===== config.mk =====
export PLATFORM = sky130hd
export DESIGN_NAME = tqvp_edge_counter_flat
export DESIGN_NICKNAME = d
export VERILOG_FILES = /design/src/rtl/tqvp_edge_counter_if.sv /design/src/rtl/tqvp_edge_counter.sv /design/src/flat_wrapper.sv
export SDC_FILE = /design/constraint.sdc
export NUM_CORES = 1
export LEC_CHECK = 0
export ABC_AREA = 1
export ABC_CLOCK_PERIOD_IN_PS = 8400
export CAP_MARGIN = 20
export CORE_UTILIZATION = 35
export CTS_BUF_LIST = sky130_fd_sc_hd__clkbuf_4 sky130_fd_sc_hd__clkbuf_8
export CTS_CLUSTER_SIZE = 10
export DETAILED_ROUTE_END_ITERATION = 10
export GPL_TIMING_DRIVEN = 0
export HOLD_SLACK_MARGIN = 0.15
export PLACE_DENSITY = 0.63
export SLEW_MARGIN = 20
export SYNTH_ARGS = -nofsm -noshare
export SYNTH_HDL_FRONTEND = slang
export SYNTH_SLANG_ARGS = --single-unit

===== constraint.sdc =====
create_clock -name clk -period 8.4 [get_ports clk]
set_input_delay 1.26 -clock clk [delete_from_list [all_inputs] [get_ports clk]]
set_output_delay 1.26 -clock clk [all_outputs]
set_load 0.005 [all_outputs]

===== src/rtl/tqvp_edge_counter_if.sv =====
// rtl/tqvp_edge_counter_if.sv - register bus between the SPI register bridge and the edge counter
// Signals:
//   address[3:0]  bridge -> peripheral  register address
//   data_write    bridge -> peripheral  one-cycle write strobe
//   data_in[7:0]  bridge -> peripheral  write data
//   data_out[7:0] peripheral -> bridge  combinational read data for address
interface tqvp_edge_counter_if;
  logic [3:0] address;
  logic       data_write;
  logic [7:0] data_in;
  logic [7:0] data_out;

  modport master (output address, output data_write, output data_in, input data_out);
  modport slave  (input address, input data_write, input data_in, output data_out);
endinterface


===== src/rtl/tqvp_edge_counter.sv =====
// rtl/tqvp_edge_counter.sv - TinyQV peripheral counting edges on one selectable ui_in channel
// Ports:
//   clk          clock
//   rst          asynchronous active-high reset
//   ui_in[7:0]   input bus, already synchronized
//   uo_out[7:0]  registered status: [0] MATCH, [1] OVF, [2] EDGE, [7:3] zero
//   bus          register interface (slave side): address, data_write, data_in, data_out
// Registers: 0x0 CTRL, 0x1 CMD/STATUS, 0x4..0x7 SNAP, 0x8..0xB CMP (little-endian).
module tqvp_edge_counter #(
  parameter int COUNT_W = 32
) (
  input  logic               clk,
  input  logic               rst,
  input  logic [7:0]         ui_in,
  output logic [7:0]         uo_out,
  tqvp_edge_counter_if.slave bus
);

  logic [5:0]         ctrl;  // [0] EN, [1] RISE, [2] FALL, [5:3] CH
  logic               prev;
  logic               edge_q;
  logic               ovf;
  logic               match;
  logic [COUNT_W-1:0] count;
  logic [COUNT_W-1:0] snap;
  logic [COUNT_W-1:0] cmp;

  logic [2:0]         ch;
  logic [2:0]         new_ch;
  logic               wr_ctrl;
  logic               wr_cmd;
  logic               wr_cmp;
  logic               ch_change;
  logic               cur;
  logic               rise;
  logic               fall;
  logic               counted;
  logic               clear;
  logic               take_snap;
  logic [COUNT_W-1:0] count_inc;
  logic [31:0]        snap32;
  logic [31:0]        cmp32;
  logic [31:0]        cmp_next32;

  assign ch        = ctrl[5:3];
  assign new_ch    = bus.data_in[5:3];
  assign wr_ctrl   = bus.data_write && (bus.address == 4'h0);
  assign wr_cmd    = bus.data_write && (bus.address == 4'h1);
  assign wr_cmp    = bus.data_write && (bus.address[3:2] == 2'b10);
  assign ch_change = wr_ctrl && (new_ch != ch);

  assign cur  = ui_in[ch];
  assign rise = !prev && cur;
  assign fall = prev && !cur;

  // A channel switch makes prev meaningless for this cycle, so nothing is counted.
  assign counted   = ctrl[0] && ((ctrl[1] && rise) || (ctrl[2] && fall)) && !ch_change;
  assign clear     = wr_cmd && bus.data_in[0];
  assign take_snap = wr_cmd && bus.data_in[1];
  assign count_inc = count + COUNT_W'(1);

  // Zero-extended views; bits at or above COUNT_W read 0 and are dropped on write.
  assign snap32 = 32'(snap);
  assign cmp32  = 32'(cmp);

  always_comb begin
    cmp_next32 = cmp32;
    case (bus.address[1:0])
      2'd0:    cmp_next32[7:0]   = bus.data_in;
      2'd1:    cmp_next32[15:8]  = bus.data_in;
      2'd2:    cmp_next32[23:16] = bus.data_in;
      default: cmp_next32[31:24] = bus.data_in;
    endcase
  end

  always_ff @(posedge clk or posedge rst) begin
    if (rst) begin
      ctrl   <= '0;
      prev   <= 1'b0;
      edge_q <= 1'b0;
      ovf    <= 1'b0;
      match  <= 1'b0;
      count  <= '0;
      snap   <= '0;
      cmp    <= '0;
    end else begin
      prev   <= ch_change ? ui_in[new_ch] : cur;
      edge_q <= counted;
      if (wr_ctrl) ctrl <= bus.data_in[5:0];
      // Compare below sees the old cmp, so a same-cycle CMP write does not affect it.
      if (wr_cmp) cmp <= cmp_next32[COUNT_W-1:0];
      // Snapshot samples count before any clear or increment of this cycle.
      if (take_snap) snap <= count;
      if (clear) begin
        count <= '0;
        ovf   <= 1'b0;
        match <= 1'b0;
      end else if (counted) begin
        count <= count_inc;
        if (&count) ovf <= 1'b1;
        if (count_inc == cmp) match <= 1'b1;
      end
    end
  end

  assign uo_out = {5'b00000, edge_q, ovf, match};

  always_comb begin
    bus.data_out = 8'h00;
    case (bus.address)
      4'h0:    bus.data_out = {2'b00, ctrl};
      4'h1:    bus.data_out = {6'b000000, match, ovf};
      4'h4:    bus.data_out = snap32[7:0];
      4'h5:    bus.data_out = snap32[15:8];
      4'h6:    bus.data_out = snap32[23:16];
      4'h7:    bus.data_out = snap32[31:24];
      4'h8:    bus.data_out = cmp32[7:0];
      4'h9:    bus.data_out = cmp32[15:8];
      4'hA:    bus.data_out = cmp32[23:16];
      4'hB:    bus.data_out = cmp32[31:24];
      default: bus.data_out = 8'h00;
    endcase
  end

endmodule


===== src/flat_wrapper.sv =====
// flat-port wrapper written by rule: the top's interface ports become plain ports
module tqvp_edge_counter_flat 
#(
  parameter int COUNT_W = 32
)
  (clk, rst, ui_in, uo_out, bus_address, bus_data_write, bus_data_in, bus_data_out);
  tqvp_edge_counter_if bus_i ();
  input  logic clk;
  input  logic rst;
  input  logic [7:0] ui_in;
  output logic [7:0] uo_out;
  input wire logic [$bits(bus_i.address)-1:0] bus_address;
  input wire logic [$bits(bus_i.data_write)-1:0] bus_data_write;
  input wire logic [$bits(bus_i.data_in)-1:0] bus_data_in;
  output wire logic [$bits(bus_i.data_out)-1:0] bus_data_out;
  assign bus_i.address = bus_address;
  assign bus_i.data_write = bus_data_write;
  assign bus_i.data_in = bus_data_in;
  assign bus_data_out = bus_i.data_out;
  tqvp_edge_counter #(.COUNT_W(COUNT_W)) u_core (.clk(clk), .rst(rst), .ui_in(ui_in), .uo_out(uo_out), .bus(bus_i));
endmodule

* Yosys cells after proc, flatten, opt, wreduce, memory -nomap -nowiden
Cells that the tools add are included.
** Word-level totals
- Register bits :: 106
- Word-level logic and storage cells :: 72
- Input bits :: 23
- Output and inout bits :: 16
** Cells by class
- $add $sub $neg :: 1
- Equal/unequal tests :: 14
- Bitwise logic cells :: 1
- Magnitude comparators :: 2
- Multiplexer cells :: 14
- Reduce and logical (&&, ||, !) cells :: 29
** Operators by type and width (count)
- one-hot mux 8 bit (10 select lines) :: 1
- 2-to-1 mux 32 bit :: 2
- adder 32 x 1 -> 32 bit, second input constant :: 1
- equality test 32 bit :: 1
- AND reduction 32 bit :: 1
- equality test 4 x 3 -> 1 bit, second input constant :: 4
- equality test 4 bit, second input constant :: 4
- logical AND 1 bit :: 12
- AND reduction 2 bit :: 6
- 2-to-1 mux 1 bit :: 9
- < comparator 3 x 4 -> 1 bit, second input constant :: 2
- binary-select mux 1 bit (select 3 bit) :: 2
- nonzero test 2 bit :: 3
- equality test 2 bit, second input constant :: 2
- equality test 4 x 1 -> 1 bit, second input constant :: 1
- zero test 4 bit :: 1
- zero test 1 bit :: 3
- != test 3 bit :: 1
- OR reduction 3 bit :: 1
- equality test 2 x 1 -> 1 bit, second input constant :: 1
- zero test 2 bit :: 1
- logical OR 1 bit :: 1
- NOT 1 bit :: 1

* Depth between registers and ports, before layout
Gate-level depths: netlist of the first run.
- Depth in word-level cells :: 10
- Mapped depth :: 17
- Mapped depth without buffers :: 17

* Least setup slack after synthesis of the first run
No wires, ideal clock.
- Path kind :: input -> output
- Start :: in bus_address[2]
- End :: out bus_data_out[3]
- Data required time :: 7.140 ns
- Stages on the path :: 8
- Data arrival time :: 2.337 ns
- Path buffers :: 0
- Path slack :: 4.803 ns
- Cell sequence :: inv_1 ha_1 inv_1 nor2_1 inv_1 o22ai_1 a21oi_1 a31oi_1
** On the way
- Word-level cells in the longest chain between the ends :: 2
- Elaborated cells between the ends (all ways) :: 11
- Those cells by class :: eq/ne: 9; mux: 1; reduce/logical: 1
** Ends and longest elaborated chain
- start: declaration :: line flat_wrapper.sv:12 : input wire logic [$bits(bus_i.address)-1:0] bus_address;
- equality test 4 bit, or another cell as far along :: line tqvp_edge_counter.sv:110 : case (bus.address)
- one-hot mux 8 bit (10 select lines) (*) :: line tqvp_edge_counter.sv:110
- end: declaration :: line flat_wrapper.sv:15 : output wire logic [$bits(bus_i.data_out)-1:0] bus_data_out;
Every way passes the cells marked *; elsewhere a longest branch is shown, timed or not.

* Worst setup path after layout of the first run
Same ends and word-level chain as after synthesis.

==> impl_metrics.py, run 1 <==
metrics = {
    "outcome": {
        "outcome": "finished, final reports clean",
    },
    "routing": {
        "initialDrtViolationCount": 652,
        "wl_um": 21500,
        "postRouteAntennaNets": 0,
        "wl_per_cell_um": 18.3,
        "drt-pass1-iter-count": 5,
        "post_drt_via_cell_ratio": 5.20,
        "post-route-drc-count": 0,
        "overall_via_count_from_detail_route": 6092,
    },
    "synth": {
        "synth_sequential_area_ratio_pct": 41.8,
        "synth_seq_cells": 106,
        "ys.flop_type": "dfrtp_1",
        "netlist_area_mm2": 0.00634,
        "synth-edff-count": 0,
        "postSynth.asyncResetShare_pct": 100,
        "yosysUniqueCellTypes": 37,
        "postSynthCellCount": 893,
        "average_cell_area_after_synthesis_um2": 7.10,
        "yosys_warnings": 0,
    },
    "floorplan": {
        "ios": 39,
        "die_area_mm2": 0.0187,
        "fp-row-count": 48,
        "initial_utilization_pct": 36.3,
        "design.core.area_mm2": 0.0175,
        "die_width_um": 137,
        "die-height_um": 137,
    },
    "clock_tree": {
        "ctsHtreeMaxLevel": 3,
        "post_cts.repair.setup_buffers": 0,
        "hold_buffers": 0,
        "cts-buffers-inserted": 9,
        "post_cts_resize_count": 0,
        "worst_setup_hold_path_clk_slew_ns": 0.11,
        "clk_root_buffer_cell": "clkbuf_8",
        "cts_tree": "done",
        "clkSinkCount": 106,
        "clock_tree.buffer_depth": 2,
        "clk_latency_ns": 0.41,
    },
    "placement": {
        "detailedPlacementHpwl_um": 16900,
        "placement.cell_area_mm2": 0.00700,
        "place_congestion": 0.960,
        "post-place-ws_ns": 3.45,
        "io_buffers": 33,
    },
    "sta": {
        "rsz0062_at_grt": "no",
        "timing.final.crit_share_pct": 60.4,
        "timing.clock.skew_ns": 0.0143,
        "finalMaxSlewViolations": 0,
        "timing.max_slew.rel_slack_pct": 51.6,
        "fmax_ghz": 0.197,
        "fin_ws_ns": 3.32,
        "timing.final.hold_violations": 0,
        "finalSetupViolCount": 0,
        "worstMarginPinSlew_ns": 0.726,
        "fin_worst_hold_slack_ns": 0.502,
        "fin_tns_setup_ns": 0,
        "minimum_period_implied_by_the_final_worst_setup_slack_ns": 5.08,
    },
    "final_layout": {
        "most-common-layout-cells": "294 x nand2_1, 106 x dfrtp_1, 102 x inv_1",
        "layout.cells.most_common": "nand2_1",
        "finalInstanceArea_mm2": 0.00722,
        "areaGrowthSynthToFinish_pct": 13.7,
        "fin_nets": 969,
        "n_antenna_cell": 0,
        "drive_gt1_share_pct": 6.44,
    },
    "setup_path": {
        "critPathBufInv": 5,
        "crit_cells": 10,
        "path_delay_family": "buffers and inverters",
        "timing.reg2reg.worst_path_depth": 15,
        "worst_setup_path_end_kind": "output port",
        "crit_top_cell": "inv_1",
        "timing.setup.critical_path_class": "primary input to output port",
        "worstPathArrival_ns": 3.82,
        "cpPeakStageDelay_ns": 0.57,
        "timing.critical_path.from": "bus_address[2]",
        "critical_path.cell_chain": "clkdlybuf4s50_1 > inv_1 > ha_1 > inv_1 > nor2_1 > inv_1 > o22ai_1 > a21oi_1 > a31oi_1 > clkdlybuf4s50_1",
        "critical_path.slowest_cell": "clkdlybuf4s50_1",
        "r2r_setup_slack_ns": 5.81,
        "critical_path.max_fanout": 8,
        "end_of_the_critical_path": "bus_data_out[3]",
        "worst_ep_required_time_ns": 7.14,
        "r2r-start": "u_core.count[0]$_DFFE_PP0P_",
        "timing.critical_path.from_type": "primary input",
        "crit-reg2reg-capture": "u_core.match$_DFFE_PP0P_",
    },
    "global_route": {
        "grt_start_max_net_pins": 57,
        "antenna_found_initial": 0,
        "grt_remaining_overflow": 0,
        "grt_pass1_vias": 5796,
        "first_pass_grt_wire_length_um": 33100,
        "grt_use_total_pct": 24.7,
    },
    "run": {
        "max_cap_violations": 0,
    },
    "power_and_ir_drop": {
        "power.density_cell_area_mw_per_mm2": 258,
        "vdd_drop_max_mv": 0.104,
        "power.static_leakage_nw": 3.34,
    },
    "hold_path": {
        "timing.hold.worst.class": "register to register",
        "min_delay_src": "u_core.snap[30]$_DFFE_PP0P_",
    },
}
-- sequential cells by signal (all words and copies together) (netlist names) --
signal         count
u_core.ctrl        6
u_core.edge_q      1
u_core.prev        1
u_core.match       1
u_core.cmp        32
u_core.snap       32
u_core.ovf         1
u_core.count      32
-- final cells by class --
cell class	instances	area (um2)
fillers	1828	10300
multi-input cells	657	3170
flip-flops and latches	106	2650
inverters	109	414
repair buffers	34	358
well taps	225	282
clock buffers	11	145
plain buffers	25	131
clock inverters	5	67.6
-- report_power, final --
part	switching (W)	internal [W]	total, W
Clock	0.000201	0.000154	0.000356
Combinational	0.000398	0.000251	0.000649
Sequential	0.000190	0.000668	0.000859
Total	0.000790	0.00107	0.00186
-- logic make-up (layout without fill, tap and decap cells) --
kind of cell / Yosys count / after routing / share of synthesized area, %
buffers and inverters: 134 / 184 / 8.52
flip-flops: 106 / 106 / 41.8
adder cells (fa/ha/maj): 4 / 4 / 0.789
AND/OR/NAND/NOR: 484 / 484 / 32.7
other: 1 / 5 / 0.0591
AO/OA/AOI/OAI: 151 / 151 / 13.9
XOR/XNOR: 13 / 13 / 2.23
-- synthesized netlist by cell type, types with 4 or more instances --
library cell / number / area [um2]
a21oi_1: 6 / 30.0
xor2_1: 7 / 61.3
inv_2: 5 / 18.8
nor2_1: 78 / 293
buf_2: 6 / 30.0
nand2_2: 7 / 43.8
ha_1: 4 / 50.1
buf_4: 8 / 60.1
nor2_4: 7 / 78.8
inv_1: 103 / 387
xnor2_1: 4 / 35.0
dfrtp_1: 106 / 2650
nand3_1: 69 / 345
o21ai_0: 80 / 400
clkbuf_1: 11 / 41.3
a221oi_1: 10 / 87.6
o22ai_1: 37 / 231
nand4_1: 11 / 68.8
nand2_1: 294 / 1100
nor2_2: 5 / 31.3
-- how the worst min path moves through the flow --
stage / end / slack, ns / cells past startpoint
after floorplan: u_core.cmp[4]$_DFFE_PP0P_ / 0.45 / 2
after global placement: u_core.snap[31]$_DFFE_PP0P_ / 0.47 / 2
after detailed placement: u_core.snap[31]$_DFFE_PP0P_ / 0.48 / 2
after CTS: u_core.snap[31]$_DFFE_PP0P_ / 0.50 / 2
after global routing: u_core.snap[24]$_DFFE_PP0P_ / 0.53 / 2
final: u_core.snap[30]$_DFFE_PP0P_ / 0.50 / 2
-- tightest hold or removal path, cell delays in order, from the launching register on --
cell and delay [ns]:
dfrtp_1 0.37, nand2_1 0.05, o21ai_0 0.06
-- through the flow --
stage               std cells  util (%)  total power (W)
floorplan                 897         -          0.00127
global placement         1155      39.9          0.00149
detailed placement       1156      40.1          0.00150
CTS                      1172      41.3          0.00186
global route             1172      41.3          0.00199
finish                   1172      41.3          0.00186
-- per-layer routing --
layer | GRT usage (%) | vias up | wire length, um | share of wire [%]
li1 | - | 3004 | - | -
met3 | 4.70 | 48 | 1520 | 7.1
met5 | 0 | - | 0 | 0
met1 | 33.5 | 2794 | 9570 | 45
met2 | 38.2 | 246 | 9540 | 44
met4 | 10.7 | 0 | 861 | 4.0
Power figures use the tool's default switching activity.
==> run 2, diff against run 1 <==
--- a/config.mk
+++ b/config.mk
@@ -6,7 +6,7 @@
 export NUM_CORES = 1
 export LEC_CHECK = 0
 export ABC_AREA = 1
-export ABC_CLOCK_PERIOD_IN_PS = 8400
+export ABC_CLOCK_PERIOD_IN_PS = 4700
 export CAP_MARGIN = 20
 export CORE_UTILIZATION = 35
 export CTS_BUF_LIST = sky130_fd_sc_hd__clkbuf_4 sky130_fd_sc_hd__clkbuf_8
==> constraint.sdc (replaced) <==
create_clock -name clk -period 4.7 [get_ports clk]
set_input_delay 0.705 -clock clk [delete_from_list [all_inputs] [get_ports clk]]
set_output_delay 0.705 -clock clk [all_outputs]
set_load 0.005 [all_outputs]
==> results of run 2 <==
The final DEF is identical to that of run 1. Status: finished, final reports clean.
Main changes from that run: setup slack after placement 3.45 ns -> 0.859 ns; setup slack after layout 3.32 ns -> 0.734 ns; register-to-register setup slack 5.81 ns -> 2.11 ns; total power 0.00186 W -> 0.00333 W; worst IR drop on VDD 0.104 mV -> 0.185 mV
==> run 3, diff against run 2 <==
--- a/config.mk
+++ b/config.mk
@@ -6,7 +6,7 @@
 export NUM_CORES = 1
 export LEC_CHECK = 0
 export ABC_AREA = 1
-export ABC_CLOCK_PERIOD_IN_PS = 4700
+export ABC_CLOCK_PERIOD_IN_PS = 4110
 export CAP_MARGIN = 20
 export CORE_UTILIZATION = 35
 export CTS_BUF_LIST = sky130_fd_sc_hd__clkbuf_4 sky130_fd_sc_hd__clkbuf_8
==> constraint.sdc (replaced) <==
create_clock -name clk -period 4.11 [get_ports clk]
set_input_delay 0.6165 -clock clk [delete_from_list [all_inputs] [get_ports clk]]
set_output_delay 0.6165 -clock clk [all_outputs]
set_load 0.005 [all_outputs]
==> results of run 3 <==
The final DEF is identical to that of run 1. Status: finished, final reports clean.
Main changes from that run: setup slack after placement 3.45 ns -> 0.446 ns; setup slack after layout 3.32 ns -> 0.321 ns; register-to-register setup slack 5.81 ns -> 1.52 ns; total power 0.00186 W -> 0.00381 W; worst IR drop on VDD 0.104 mV -> 0.212 mV
